--- config.mk ---
export PLATFORM = sky130hd
export DESIGN_NAME = mux4_rr_arbiter
export DESIGN_NICKNAME = d
export VERILOG_FILES = /design/src/rtl/mux4_rr_arbiter.sv
export SDC_FILE = /design/constraint.sdc
export NUM_CORES = 1
export LEC_CHECK = 0
export BUFFER_PORTS_ARGS = -buffer_cell sky130_fd_sc_hd__buf_2
export CELL_PAD_IN_SITES_DETAIL_PLACEMENT = 0
export CELL_PAD_IN_SITES_GLOBAL_PLACEMENT = 2
export CORE_ASPECT_RATIO = 1.2
export CORE_MARGIN = 2
export CORE_UTILIZATION = 24
export DETAILED_ROUTE_END_ITERATION = 6
export PLACE_DENSITY_LB_ADDON = 0.1
export SLEW_MARGIN = 10
export SYNTH_ARGS = -nofsm -noshare
export SYNTH_HDL_FRONTEND = slang
export SYNTH_SLANG_ARGS = --single-unit
--- constraint.sdc ---
create_clock -name clk_i -period 2.3 [get_ports clk_i]
set_clock_uncertainty 0.1 [all_clocks]
set_input_delay 0.345 -clock clk_i [delete_from_list [all_inputs] [get_ports clk_i]]
set_output_delay 0.345 -clock clk_i [all_outputs]
set_load 0.005 [all_outputs]
--- src/rtl/mux4_rr_arbiter.sv ---
// Round-robin arbiter feeding a shared 4:1 mux onto one registered valid/ready channel.
// Define MUX4_RR_ARBITER_STATS_EN to add per-requester handshake counters on grant_cnt_o.
module mux4_rr_arbiter #(
  parameter int DATA_W    = 8,
  parameter int MAX_BURST = 4
) (
  input  logic              clk_i,
  input  logic              rst_ni,
  input  logic [3:0]        req_i,
  input  logic [DATA_W-1:0] din_a_i,
  input  logic [DATA_W-1:0] din_b_i,
  input  logic [DATA_W-1:0] din_c_i,
  input  logic [DATA_W-1:0] din_d_i,
  input  logic              dout_ready_i,
  output logic [1:0]        sel_o,
  output logic [DATA_W-1:0] dout_o,
  output logic              dout_valid_o,
  output logic [3:0]        ack_o
`ifdef MUX4_RR_ARBITER_STATS_EN
  ,
  output logic [63:0]       grant_cnt_o
`endif
);

  typedef enum logic {ARB, HOLD} state_e;

  localparam logic [3:0] MaxBurst = 4'(MAX_BURST);

  state_e            state_q, state_d;
  logic [1:0]        sel_q, sel_d;
  logic [1:0]        last_q, last_d;
  logic [3:0]        burst_q, burst_d;
  logic [DATA_W-1:0] dout_q, dout_d;
  logic              valid_q, valid_d;

  logic [1:0]        winner;
  logic [1:0]        grant;
  logic [DATA_W-1:0] grant_din;
  logic              handshake;

  assign handshake = valid_q & dout_ready_i;

  // Descending loop so the nearest requester after last_q overwrites farther ones.
  always_comb begin
    logic [1:0] idx;
    winner = last_q;
    for (int k = 4; k >= 1; k--) begin
      idx = last_q + 2'(k);
      if (req_i[idx]) winner = idx;
    end
  end

  always_comb begin
    grant_din = din_a_i;
    case (grant)
      2'd0:    grant_din = din_a_i;
      2'd1:    grant_din = din_b_i;
      2'd2:    grant_din = din_c_i;
      default: grant_din = din_d_i;
    endcase
  end

  always_comb begin
    state_d = state_q;
    sel_d   = sel_q;
    last_d  = last_q;
    burst_d = burst_q;
    dout_d  = dout_q;
    valid_d = valid_q;
    grant   = winner;
    case (state_q)
      ARB: begin
        if (req_i != 4'b0000) begin
          if ((burst_q < MaxBurst) && req_i[sel_q]) begin
            grant   = sel_q;
            burst_d = burst_q + 4'd1;
          end else begin
            grant   = winner;
            burst_d = 4'd1;
          end
          sel_d   = grant;
          last_d  = grant;
          dout_d  = grant_din;
          valid_d = 1'b1;
          state_d = HOLD;
        end else begin
          valid_d = 1'b0;
        end
      end
      default: begin
        if (handshake) begin
          valid_d = 1'b0;
          state_d = ARB;
        end
      end
    endcase
  end

  always_ff @(posedge clk_i) begin
    if (!rst_ni) begin
      state_q <= ARB;
      sel_q   <= 2'd0;
      last_q  <= 2'd3;
      burst_q <= 4'd0;
      dout_q  <= '0;
      valid_q <= 1'b0;
    end else begin
      state_q <= state_d;
      sel_q   <= sel_d;
      last_q  <= last_d;
      burst_q <= burst_d;
      dout_q  <= dout_d;
      valid_q <= valid_d;
    end
  end

  assign sel_o        = sel_q;
  assign dout_o       = dout_q;
  assign dout_valid_o = valid_q;
  assign ack_o        = handshake ? (4'b0001 << sel_q) : 4'b0000;

`ifdef MUX4_RR_ARBITER_STATS_EN
  logic [3:0][15:0] cnt_q;

  always_ff @(posedge clk_i) begin
    if (!rst_ni) begin
      cnt_q <= '0;
    end else if (handshake) begin
      cnt_q[sel_q] <= cnt_q[sel_q] + 16'd1;
    end
  end

  assign grant_cnt_o = cnt_q;
`endif

endmodule
# After elaboration in Yosys (flattened, before gate mapping)
# Cells that the tools add are included.
dict set report word_totals {
  in_bits 39
  elab_cells 47
  ff_bits 18
}
dict set report classes {
  n_reduce_logical 4
  order_cmp 5
  bitwise_logic 2
  mux 22
  add_sub_neg 4
  shift 1
  eq_ne 3
}
# cell count
set ops {}
lappend ops {{$pmux W8 S3} 1}
lappend ops {{$lt A2 B3 Y1 const B} 4}
lappend ops {{$mux W2} 6}
lappend ops {{$mux W1} 9}
lappend ops {{$bmux W1 S2} 4}
lappend ops {{$mux W4} 2}
lappend ops {{$add A2 B2 Y2 const B} 2}
lappend ops {{$add A4 B1 Y4 const B} 1}
lappend ops {{$lt A4 B3 Y1 const B} 1}
lappend ops {{$reduce_bool A4 Y1} 1}
lappend ops {{$shl A1 B2 Y4 const A} 1}
lappend ops {{$add A2 B1 Y2 const B} 1}
lappend ops {{$eq A2 B1 Y1 const B} 1}
lappend ops {{$eq A2 B2 Y1 const B} 1}
lappend ops {{$logic_not A2 Y1} 1}
lappend ops {{$ne A2 B1 Y1 const B} 1}
lappend ops {{$reduce_and A2 Y1} 1}
lappend ops {{$and A1 B1 Y1} 1}
lappend ops {{$logic_and A1 B1 Y1} 1}
lappend ops {{$not A1 Y1} 1}

# Depth between registers and ports, before layout
# Gate-level depths: netlist of run 1.
dict set report logic_depth {
  ltp_word 11
  depth_mapped 8
}

# Worst setup path before layout of run 1
# No wires, ideal clock.
dict set report synth_path {
  path_kind {reg-to-reg}
  from {reg sel_q[0] (netlist: sel_o[0])}
  to {reg dout_q[0] (netlist: dout_o[0])}
  arrival_time_ns 1.971
  t_required_ns 2.064
  slack_ns 0.093
  path_buffers 2
  path_stages_with_launch 9
  cell_sequence {dfxtp_1 > buf_2 > mux2i_1 > o22a_4 > nand2b_4 > mux2i_4 > buf_12 > mux2i_1 > o221ai_1}
}
dict set report synth_via {
  elab_chain_cells 8
}
# item line_no
set synth_lines {}
lappend synth_lines {{start, declared} 30} ;# logic [1:0] sel_q, sel_d;
lappend synth_lines {{start signal, assigned} 109} ;# sel_q <= sel_d;
lappend synth_lines {{$bmux W1 S2} 74} ;# if ((burst_q < MaxBurst) && req_i[sel_q]) begin
lappend synth_lines {{$mux W1 (implied by the code)} 74}
lappend synth_lines {{$logic_and A1 B1 Y1} 74}
lappend synth_lines {{$mux W2 (*)} 74}
lappend synth_lines {{$mux W2 (*)} 73} ;# if (req_i != 4'b0000) begin
lappend synth_lines {{$mux W2 (*)} 71} ;# case (state_q)
lappend synth_lines {{$eq A2 B2 Y1 (tied with other cells)} 55} ;# case (grant)
lappend synth_lines {{$pmux W8 S3 (*)} 55}
lappend synth_lines {{end signal, assigned} 112} ;# dout_q <= dout_d;
lappend synth_lines {{end, declared} 33} ;# logic [DATA_W-1:0] dout_q, dout_d;
# Mark *: on every way between the ends. The rest lies on a longest branch, timed or not. The select of a mux whose other input is x is not followed.
# A chain may end at the register's enable or synchronous reset.

# Worst setup path in the final report of run 1
dict set report layout_path {
  from {reg sel_q[1] (netlist: sel_o[1])}
  to {reg dout_q[7] (netlist: dout_o[7])}
}
# The elaborated chain is that of the path after synthesis.

==> metrics.md, run 1 <==
| Metric | Value |
|---|---|
| Largest net degree at the start of global routing | `17` |
| VDD IR-drop max | `roughly 0.00028 V` |
| Hold crit path type | `primary input to register` |
| WP data arrival | `2.17 ns` |
| Hold buffer count at CTS | `0` |
| Final Critical Period | `between 2 and 2.5 ns` |
| Num CTS Buffers | `3` |
| Critical path class | `register to register` |
| Max-Cap Viols | `0` |
| Total grt overflow | `0` |
| Crit path buf inv count | `1` |
| Ys Warns | `0` |
| First-pass GRT wire length | `roughly 4.7 mm` |
| CTS tree | `yes` |
| Die Span Y | `between 70 and 80 µm` |
| Initial antenna violation count | `0` |
| Root Buffer | `clkbuf_8` |
| Clock Tree Buf Depth | `2` |
| Post-synthesis register bit count | `18` |
| WHS Endpoint | `last_q[1]` |
| Io pins | `54` |
| Reg2reg path depth | `7` |
| Final worst path period share | `0.934` |
| Layout Nets | `215` |
| Die width | `64.8 µm` |
| Fin util | `0.345` |
| FF-to-FF End | `dout_o[7]` |
| Hold Crit Depth | `2` |
| DP Cell Count | `226` |
| Vias | `approximately 1100` |
| CP startpoint kind | `register` |
| WHS | `about 0.25 ns` |
| Final slew viol count | `0` |
| Global Route Usage Sum | `0.119` |
| Syn Nets | `between 150 and 200` |
| Cells after Synth | `between 100 and 150` |
| Core area | `4260 µm²` |
| H-tree depth | `1` |
| Worst Setup End Kind | `register` |
| Worst path top cell family by delay | `simple AND/OR/NAND/NOR gates` |
| Gpl congestion | `about 0.72` |
| Post-CTS setup repair buffer count | `0` |
| CP Max Fanout | `16` |
| Power Density | `about 700 nW/µm²` |
| Reg-to-reg startpoint | `sel_o[1]` |
| Worst-path clk slew | `0.08 ns` |
| Die ar. | `approximately 5000 µm²` |
| Relative slew slack | `0.751` |
| Detailed placer's ending HPWL | `roughly 2.3 mm` |
| Static leakage | `~0.73 nW` |
| Worst path slowest cell | `dfxtp_1` |
| WL final | `between 2 and 3 mm` |
| Worst-margin pin slew | `around 0.37 ns` |
| Setup TNS | `0 ns` |
| Hold Startpoint | `rst_ni` |
| Status | `finished, final reports clean` |
| Synth unique cells | `36` |
| CP cell instances | `or3b_1 > o22a_4 > nand2b_4 > mux2i_4 > buf_12 > mux2i_1 > o221ai_1` |
| CP max stage delay | `between 0.4 and 0.5 ns` |
| Vias per inst | `roughly 4.6` |
| RSZ-0062 raised after global routing | `no` |
| Syn_area_per_cell | `between 9 and 10 µm²` |
| Port bufs | `53` |
| # clock sinks | `18` |
| Post-route antenna net violation count | `0` |
| Vias in the first global route | `around 1000` |
| CP Data Required Time | `roughly 2.3 ns` |
| Pwr Total | `just over 1 mW` |
| Final Setup Violations | `0` |
| Ant diodes | `0` |
| Layout Cells excl Fill | `230` |
| Mapped Area | `~1100 µm²` |
| Iteration-0 DRC Markers | `37` |
| Post-route DRC | `0` |
| Post-cts resize count | `0` |
| Register area share after synthesis | `0.338` |
| Skew-Pair Late Insertion Delay | `between 0.2 and 0.3 ns` |
| FMAX | `roughly 0.47 GHz` |
| Detailed Routing Iterations Pass 1 | `4` |
| Synth-to-layout area growth | `38.1%` |
| R2R setup slack | `roughly 0.15 ns` |
| WL per Instance | `around 12 µm` |
| Initial core utilization | `0.250` |
| Layout cells sized above 1 | `0.391` |
| Hold Violations, Final | `0` |
| Site Rows | `26` |
[cell usage after synthesis (all sizes together)]
| cell type | number | share of area |
|---|---|---|
| a21boi | 1 | 0.0071 |
| a21oi | 4 | 0.019 |
| a221o | 1 | 0.0094 |
| and2 | 3 | 0.018 |
| and3 | 1 | 0.0059 |
| buf | 3 | 0.027 |
| clkbuf | 2 | 0.0071 |
| dfxtp | 18 | 0.34 |
| ha | 1 | 0.012 |
| inv | 3 | 0.011 |
| mux2 | 1 | 0.011 |
| mux2i | 20 | 0.20 |
| nand2 | 18 | 0.063 |
| nand2b | 1 | 0.013 |
| nand3 | 3 | 0.014 |
| nand3b | 1 | 0.0071 |
| nor2 | 8 | 0.035 |
| nor2b | 4 | 0.023 |
| nor3 | 3 | 0.014 |
| nor3b | 1 | 0.0071 |
| nor4 | 1 | 0.0059 |
| o211ai | 1 | 0.0071 |
| o21a | 1 | 0.0071 |
| o21ai | 2 | 0.0094 |
| o21ba | 1 | 0.0094 |
| o221ai | 8 | 0.066 |
| o22a | 1 | 0.016 |
| o22ai | 2 | 0.012 |
| or2 | 2 | 0.012 |
| or3 | 1 | 0.0059 |
| or3b | 1 | 0.0082 |
[registers in the layout, indices dropped and copies added, names as in the netlist]
name          count
dout_o            8
burst_q           4
sel_o             2
state_q           1
last_q            2
dout_valid_o      1
[placed cells by master, fill, tap and decap left out, types with 2 or more instances in the layout]
master and n:
nor2_1 7, mux2i_2 2, nor2b_1 4, buf_4 3, buf_2 53, and2_1 3, dfxtp_1 17, clkbuf_8 4
inv_1 3, o22ai_1 2, mux2i_1 17, nor3_1 3, o221ai_1 8, o21ai_1 2, nand3_1 3, a21oi_1 4
nand2_1 18
[where the power goes]
| group | switching (mW) | total [mW] | internal, mW |
|---|---|---|---|
| Combinational | 0.170 | 0.367 | 0.197 |
| Sequential | 0.0334 | 0.390 | 0.357 |
| Clock | 0.118 | 0.270 | 0.152 |
[worst max path at each step]
stage,startpoint,end,slack [ns],depth (start not counted)
4_1_cts,sel_o[0],dout_o[7],0.11,7
2_1_floorplan,sel_o[0],dout_o[0],0.09,8
3_5_place_dp,sel_o[0],dout_o[7],0.12,7
3_3_place_gp,sel_o[1],dout_o[0],0.18,7
5_1_grt,sel_o[1],dout_o[2],0.003,7
6_report,sel_o[1],dout_o[7],0.15,7
[layout make-up]
cell class / instances / area, µm²
inverters: 3 / 11.3
clock buffers: 4 / 55.1
multi-input cells: 92 / 664
well taps: 56 / 70.1
flip-flops and latches: 18 / 362
repair buffers: 57 / 308
fillers: 454 / 2790
[metrics by stage]
stage                     worst slack, ns  instance area (µm²)
after CTS                           0.112                 1460
after global placement              0.176                 1410
after global routing              0.00277                 1470
final                               0.152                 1470
after detailed placement            0.121                 1410
after floorplan                    0.0929                 1060
[cell families (layout without fill, tap and decap cells)]
family                   count (synthesis)  in the layout  share of synthesized area
adder cells (fa/ha/maj)                  1              1                     0.0117
AND/OR/NAND/NOR                         48             48                      0.233
AO/OA/AOI/OAI                           22             22                      0.162
flip-flops                              18             18                      0.338
multiplexers                            21             21                      0.210
buffers and inverters                    8             64                     0.0446
[layer usage]
metal | track usage | wire length [µm] | vias to the layer above
met5 | 0 | 0 | -
met1 | 0.128 | 1120 | 478
met3 | 0.0337 | 209 | 4
met2 | 0.219 | 1460 | 36
li1 | - | - | 536
met4 | 0.0383 | 23 | 0
(Power assumes the default switching activity.)
==> run 2: changes to the inputs <==
--- a/config.mk
+++ b/config.mk
@@ -17,3 +17,4 @@
 export SYNTH_ARGS = -nofsm -noshare
 export SYNTH_HDL_FRONTEND = slang
 export SYNTH_SLANG_ARGS = --single-unit
+export TNS_END_PERCENT = 100
==> constraint.sdc (replaced) <==
create_clock -name clk_i -period 2.1 [get_ports clk_i]
set_clock_uncertainty 0.1 [all_clocks]
set_input_delay 0.315 -clock clk_i [delete_from_list [all_inputs] [get_ports clk_i]]
set_output_delay 0.315 -clock clk_i [all_outputs]
set_load 0.005 [all_outputs]
==> run 2 against run 1 <==
  * Clock power decreased by 11%
  * Critical path depth unchanged
  * Global-route usage increased by 0.16 points
  * Maximum frequency increased by 5.4%
  * Final cell count increased by 1.7%
  * Sequential share of layout area decreased by 0.53 points
  * Via count increased by 0.95%
  * Non-clock buffer count increased by 5
  * Clock-buffer cell count decreased by 1
  * Sequential power increased by 9.0%
  * Worst hold slack got worse by 0.0028 ns
  * Critical path type unchanged
==> metrics.md, run 2 (synthesis gave the netlist of run 1 again) <==
| Metric | Value |
|---|---|
| Status | `finished, final reports clean` |
| VDD IR-drop max | `~0.00024 V` |
| Vias per inst | `roughly 4.5` |
| CP Max Fanout | `16` |
| DP Cell Count | `around 230` |
| Layout Nets | `220` |
| Port bufs | `53` |
| Detailed placer's ending HPWL | `between 2 and 2.5 mm` |
| Final WS setup | `just over 0.06 ns` |
| Vias in the first global route | `between 1000 and 1500` |
| Relative slew slack | `0.760` |
| Design Area, Final | `1510 µm²` |
| Hold crit path type | `primary input to register` |
| Worst path slowest cell | `or3_4` |
| # clock sinks | `18` |
| FMAX | `around 0.5 GHz` |
| Num CTS Buffers | `3` |
| Total grt overflow | `0` |
| Most frequent cells in the layout | `buf_2, nand2_1, mux2i_1, dfxtp_1` |
| Static leakage | `between 0.7 and 0.8 nW` |
| CP max stage delay | `0.39 ns` |
| Fillers | `~480` |
| Post-Place Cell Area | `approximately 1400 µm²` |
| CTS tree | `yes` |
| Synth-to-layout area growth | `41.6%` |
| Initial core utilization | `0.250` |
| Die width | `roughly 65 µm` |
| First-pass GRT wire length | `about 4.8 mm` |
| Fin util | `0.354` |
| Final Setup Violations | `0` |
| Gpl congestion | `~0.77` |
| Hold Violations, Final | `0` |
| Largest net degree at the start of global routing | `17` |
| Skew-Pair Late Insertion Delay | `~0.25 ns` |
| Site Rows | `26` |
| Layout cells sized above 1 | `0.427` |
| Max reg flops | `8` |
| Post-route antenna net violation count | `0` |
| Power Density | `729 nW/µm²` |
| Final slew viol count | `0` |
| WHS | `0.251 ns` |
| WL per Instance | `between 10 and 15 µm` |
| Final Critical Period | `~2.0 ns` |
| H-tree depth | `1` |
| Met3 routed WL | `between 200 and 250 µm` |
| Initial antenna violation count | `0` |
| Worst-path clk slew | `roughly 0.070 ns` |
| Io pins | `54` |
| CP cell instances | `or3_4 > o22a_4 > nand2b_4 > mux2i_4 > buf_12 > mux2i_2 > o221ai_1` |
| Root Buffer | `clkbuf_8` |
| Post-route DRC | `0` |
| Most common cell after layout, fill and taps aside | `buf_2` |
| Post-Place Worst Slack | `-0.0817 ns` |
| Ant diodes | `0` |
| Layout Cells excl Fill | `about 230` |
| Global Route Usage Sum | `0.121` |
| Detailed Routing Iterations Pass 1 | `4` |
| CP startpoint kind | `register` |
| Iteration-0 DRC Markers | `29` |
| Vias | `1064` |
| Critical path class | `register to register` |
| Met2 routed WL | `between 1 and 1.5 mm` |
| Max-Cap Viols | `0` |
| Highest routed layer | `met4` |
| RSZ-0062 raised after global routing | `yes` |
| WL final | `between 2 and 3 mm` |
| Die Span Y | `77.0 µm` |
| CP Data Required Time | `roughly 2.1 ns` |
| Die ar. | `about 5000 µm²` |
| R2R setup slack | `0.06 ns` |
| WP data arrival | `2.06 ns` |
| Pwr Total | `between 1 and 1.5 mW` |
| Core area | `4260 µm²` |
| Final worst path period share | `0.971` |
| Routed met1 length | `around 1.1 mm` |
| Worst Setup End Kind | `register` |
| Clock Tree Buf Depth | `2` |
| Worst-margin pin slew | `about 0.36 ns` |
| Setup TNS | `0 ns` |
==> run 2: changes by cell type in the layout (fill, tap and decap cells not counted) <==
cell,before,now
buf_4,3,8
clkbuf_8,4,3
dfxtp_1,17,16
dfxtp_2,1,2
nand3_1,3,2
nand3_2,0,1
or3_1,1,0
or3_4,0,1
or3b_1,1,0
or3b_4,0,1
==> run 2: worst paths after layout <==
path / endpoint / from / cells past startpoint
hold / removal: dout_o[1] / din_d_i[1] / 3
hold reg to reg: dout_o[6] / dout_o[6] / 2
setup / recovery: dout_o[6] / burst_q[3] / 7
setup reg to reg: dout_o[6] / burst_q[3] / 7
==> run 2: final cells by class <==
cell class                 count  area (µm²)  area share
multi-input combinational     92         677       0.449
sequential                    18         363       0.241
timing repair buffer          62         345       0.229
tap                           56        70.1      0.0465
clock buffer                   3        41.3      0.0274
inverter                       3        11.3     0.00747
==> run 2: metal layers <==
metal	track usage	vias up
li1	-	547
met1	0.126	472
met2	0.218	41
met3	0.0337	4
met4	0.0553	0
met5	0	-
==> run 2: repair_timing <==
item | 4_1_cts | 5_1_grt
hold endpoints to repair | 0 | 0
resized for setup | 0 | 3
endpoints found under the setup margin | 0 | 6
hold buffers | 0 | 0
setup buffers | 0 | 2
==> run 2: report_power, final <==
group / switching, mW / leakage (nW) / total (mW) / internal [mW]
clock: 0.114 / 0.0216 / 0.241 / 0.127
combinational: 0.197 / 0.578 / 0.433 / 0.236
sequential: 0.0332 / 0.149 / 0.425 / 0.392
==> run 2: critical path, delay by kind of cell, from the launching register on <==
kind            cells  cell delay (ns)
mux                 2             0.40
buf+inv             1             0.19
compound gates      2             0.35
simple gates        2             0.55
flops               1             0.32
==> run 3: changes to the inputs <==
--- a/config.mk
+++ b/config.mk
@@ -12,7 +12,7 @@
 export CORE_MARGIN = 2
 export CORE_UTILIZATION = 24
 export DETAILED_ROUTE_END_ITERATION = 6
-export PLACE_DENSITY_LB_ADDON = 0.1
+export PLACE_DENSITY = 0.76
 export SLEW_MARGIN = 10
 export SYNTH_ARGS = -nofsm -noshare
 export SYNTH_HDL_FRONTEND = slang
==> run 3 against run 2 <==
  * Maximum frequency fell by 1.2%
  * Register-to-register slack got worse by 0.03 ns
  * Critical path depth did not move
  * Wire length fell by 5.3%
  * Clock power rose by 19%
  * Worst setup slack got worse by 0.026 ns
  * Die area did not move
  * First-iteration DRC count rose by 6.9%
  * Worst hold slack got worse by 0.022 ns
  * Power rose by 3.0%
  * Highest routed layer unchanged
  * Core utilization fell by 0.26 points
==> metrics.md, run 3 (synthesis gave the netlist of run 1 again) <==
| Metric | Value |
|---|---|
| Status | `finished, final reports clean` |
| Post-route DRC | `0` |
| CP cell instances | `or3_4 > o22a_4 > nand2b_4 > mux2i_4 > buf_12 > mux2i_1 > o221ai_1` |
| Layout Nets | `~220` |
| WHS | `0.229 ns` |
| Worst Setup SP | `burst_q[3]` |
| FMAX | `roughly 0.48 GHz` |
| WHS Endpoint | `last_q[1]` |
| Reg2reg path depth | `7` |
| Reg-to-reg startpoint | `burst_q[3]` |
| Skew-Pair Late Insertion Delay | `0.26 ns` |
| Gpl congestion | `0.731` |
| Most frequent cells in the layout | `buf_2, nand2_1, mux2i_1, dfxtp_1, o221ai_1` |
| CP Max Fanout | `16` |
| Detailed placer's ending HPWL | `2.22 mm` |
| H-tree depth | `1` |
| CP startpoint kind | `register` |
| FF-to-FF End | `dout_o[3]` |
| Global Route Usage Sum | `0.118` |
| Worst Setup End Kind | `register` |
| Hold Crit Depth | `2` |
| Final Setup Violations | `0` |
| Detailed Routing Iterations Pass 1 | `2` |
| Die ar. | `about 5000 µm²` |
| R2R setup slack | `~0.035 ns` |
| Io pins | `54` |
| # clock sinks | `18` |
| Met3 Track Usage GR | `0.0249` |
| Hold Violations, Final | `0` |
| Port bufs | `53` |
| VDD IR-drop max | `roughly 0.00027 V` |
| Worst path slowest cell | `or3_4` |
| Initial antenna violation count | `0` |
| CP Data Required Time | `about 2.1 ns` |
| Layout cells sized above 1 | `0.412` |
| Max reg flops | `8` |
| Vias in the first global route | `1070` |
| Relative slew slack | `0.763` |
| Post-route antenna net violation count | `0` |
| Met1 usage | `0.137` |
| Initial core utilization | `0.250` |
| Fin util | `0.351` |
| Critical path class | `register to register` |
| Power Density | `between 700 and 800 nW/µm²` |
| Final Critical Period | `a little over 2 ns` |
| Hold Startpoint | `rst_ni` |
| Final worst path period share | `0.983` |
| WP data arrival | `2.09 ns` |
| Synth-to-layout area growth | `40.5%` |
| Die width | `between 60 and 70 µm` |
| Iteration-0 DRC Markers | `31` |
| RSZ-0062 raised after global routing | `yes` |
| Gr busiest metal | `met2` |
| Vias per inst | `4.63` |
| CTS tree | `yes` |
| Vias | `about 1100` |
| Root Buffer | `clkbuf_8` |
| WL final | `~2.7 mm` |
| First-pass GRT wire length | `4.69 mm` |
| Max-Cap Viols | `0` |
| Worst-path clk slew | `~0.070 ns` |
| Num CTS Buffers | `3` |
| Global routing usage on met2 | `0.203` |
| WL per Instance | `about 12 µm` |
| Core area | `4260 µm²` |
| Ant diodes | `0` |
| Clock Tree Buf Depth | `2` |
| Most common cell after layout, fill and taps aside | `buf_2` |
| Worst-margin pin slew | `between 0.3 and 0.4 ns` |
| Static leakage | `0.748 nW` |
| Total grt overflow | `0` |
| Hold crit path type | `primary input to register` |
| Largest net degree at the start of global routing | `17` |
| Die Span Y | `between 70 and 80 µm` |
| Final slew viol count | `0` |
| CP max stage delay | `roughly 0.38 ns` |
| Site Rows | `26` |
run 3: cell count changes in the layout (fill, tap and decap cells not counted), sizes merged:
cell,delta
clkbuf,+1
buf,-2
run 3: where the power goes:
| part | internal, mW | switching [mW] | total [mW] |
|---|---|---|---|
| logic | 0.226 | 0.194 | 0.420 |
| clock network | 0.167 | 0.119 | 0.286 |
| registers | 0.392 | 0.0343 | 0.426 |
run 3: worst max path at each step:
stage / endpoint
finish: dout_o[3]
floorplan: dout_o[0]
global route: dout_o[2]
global placement: dout_o[2]
CTS: dout_o[3]
detailed placement: dout_o[3]
run 3: final cells by class:
cell class	count	area, µm²
clock buffers	4	55.1
fillers	450	2770
inverters	3	11.3
multi-input cells	92	666
flip-flops and latches	18	364
well taps	56	70.1
repair buffers	60	330
run 3: critical path: cells and delay by family (launching register included):
| kind | cells | cell delay (ns) |
|---|---|---|
| and+or+nand+nor | 2 | 0.54 |
| buffers and inverters | 1 | 0.19 |
| muxes | 2 | 0.40 |
| DFF | 1 | 0.33 |
| AOI/OAI and AO/OA | 2 | 0.38 |
run 3: metal layers:
metal | wire (µm) | vias up
met4 | 36 | 0
met3 | 209 | 4
met1 | 1220 | 480
met5 | 0 | -
li1 | - | 549
met2 | 1270 | 45
run 3: stage by stage:
step / power [mW] / cells / setup WS (ns) / area, µm² / TNS (ns)
final: 1.13 / 233 / 0.0351 / 1500 / 0
after global placement: 0.849 / 229 / 0.00529 / 1440 / 0
after floorplan: 0.717 / 118 / -0.0304 / 1080 / -0.239
after detailed placement: 0.859 / 229 / -0.00706 / 1440 / -0.0141
after global routing: 1.21 / 233 / -0.0997 / 1500 / -0.393
after CTS: 1.15 / 233 / 0.0102 / 1500 / 0
run 3: repair_timing:
item / CTS / global route
endpoints found under the setup margin: 0 / 8
buffers inserted: 0 / 0
resized for setup: 0 / 1
hold buffers: 0 / 0
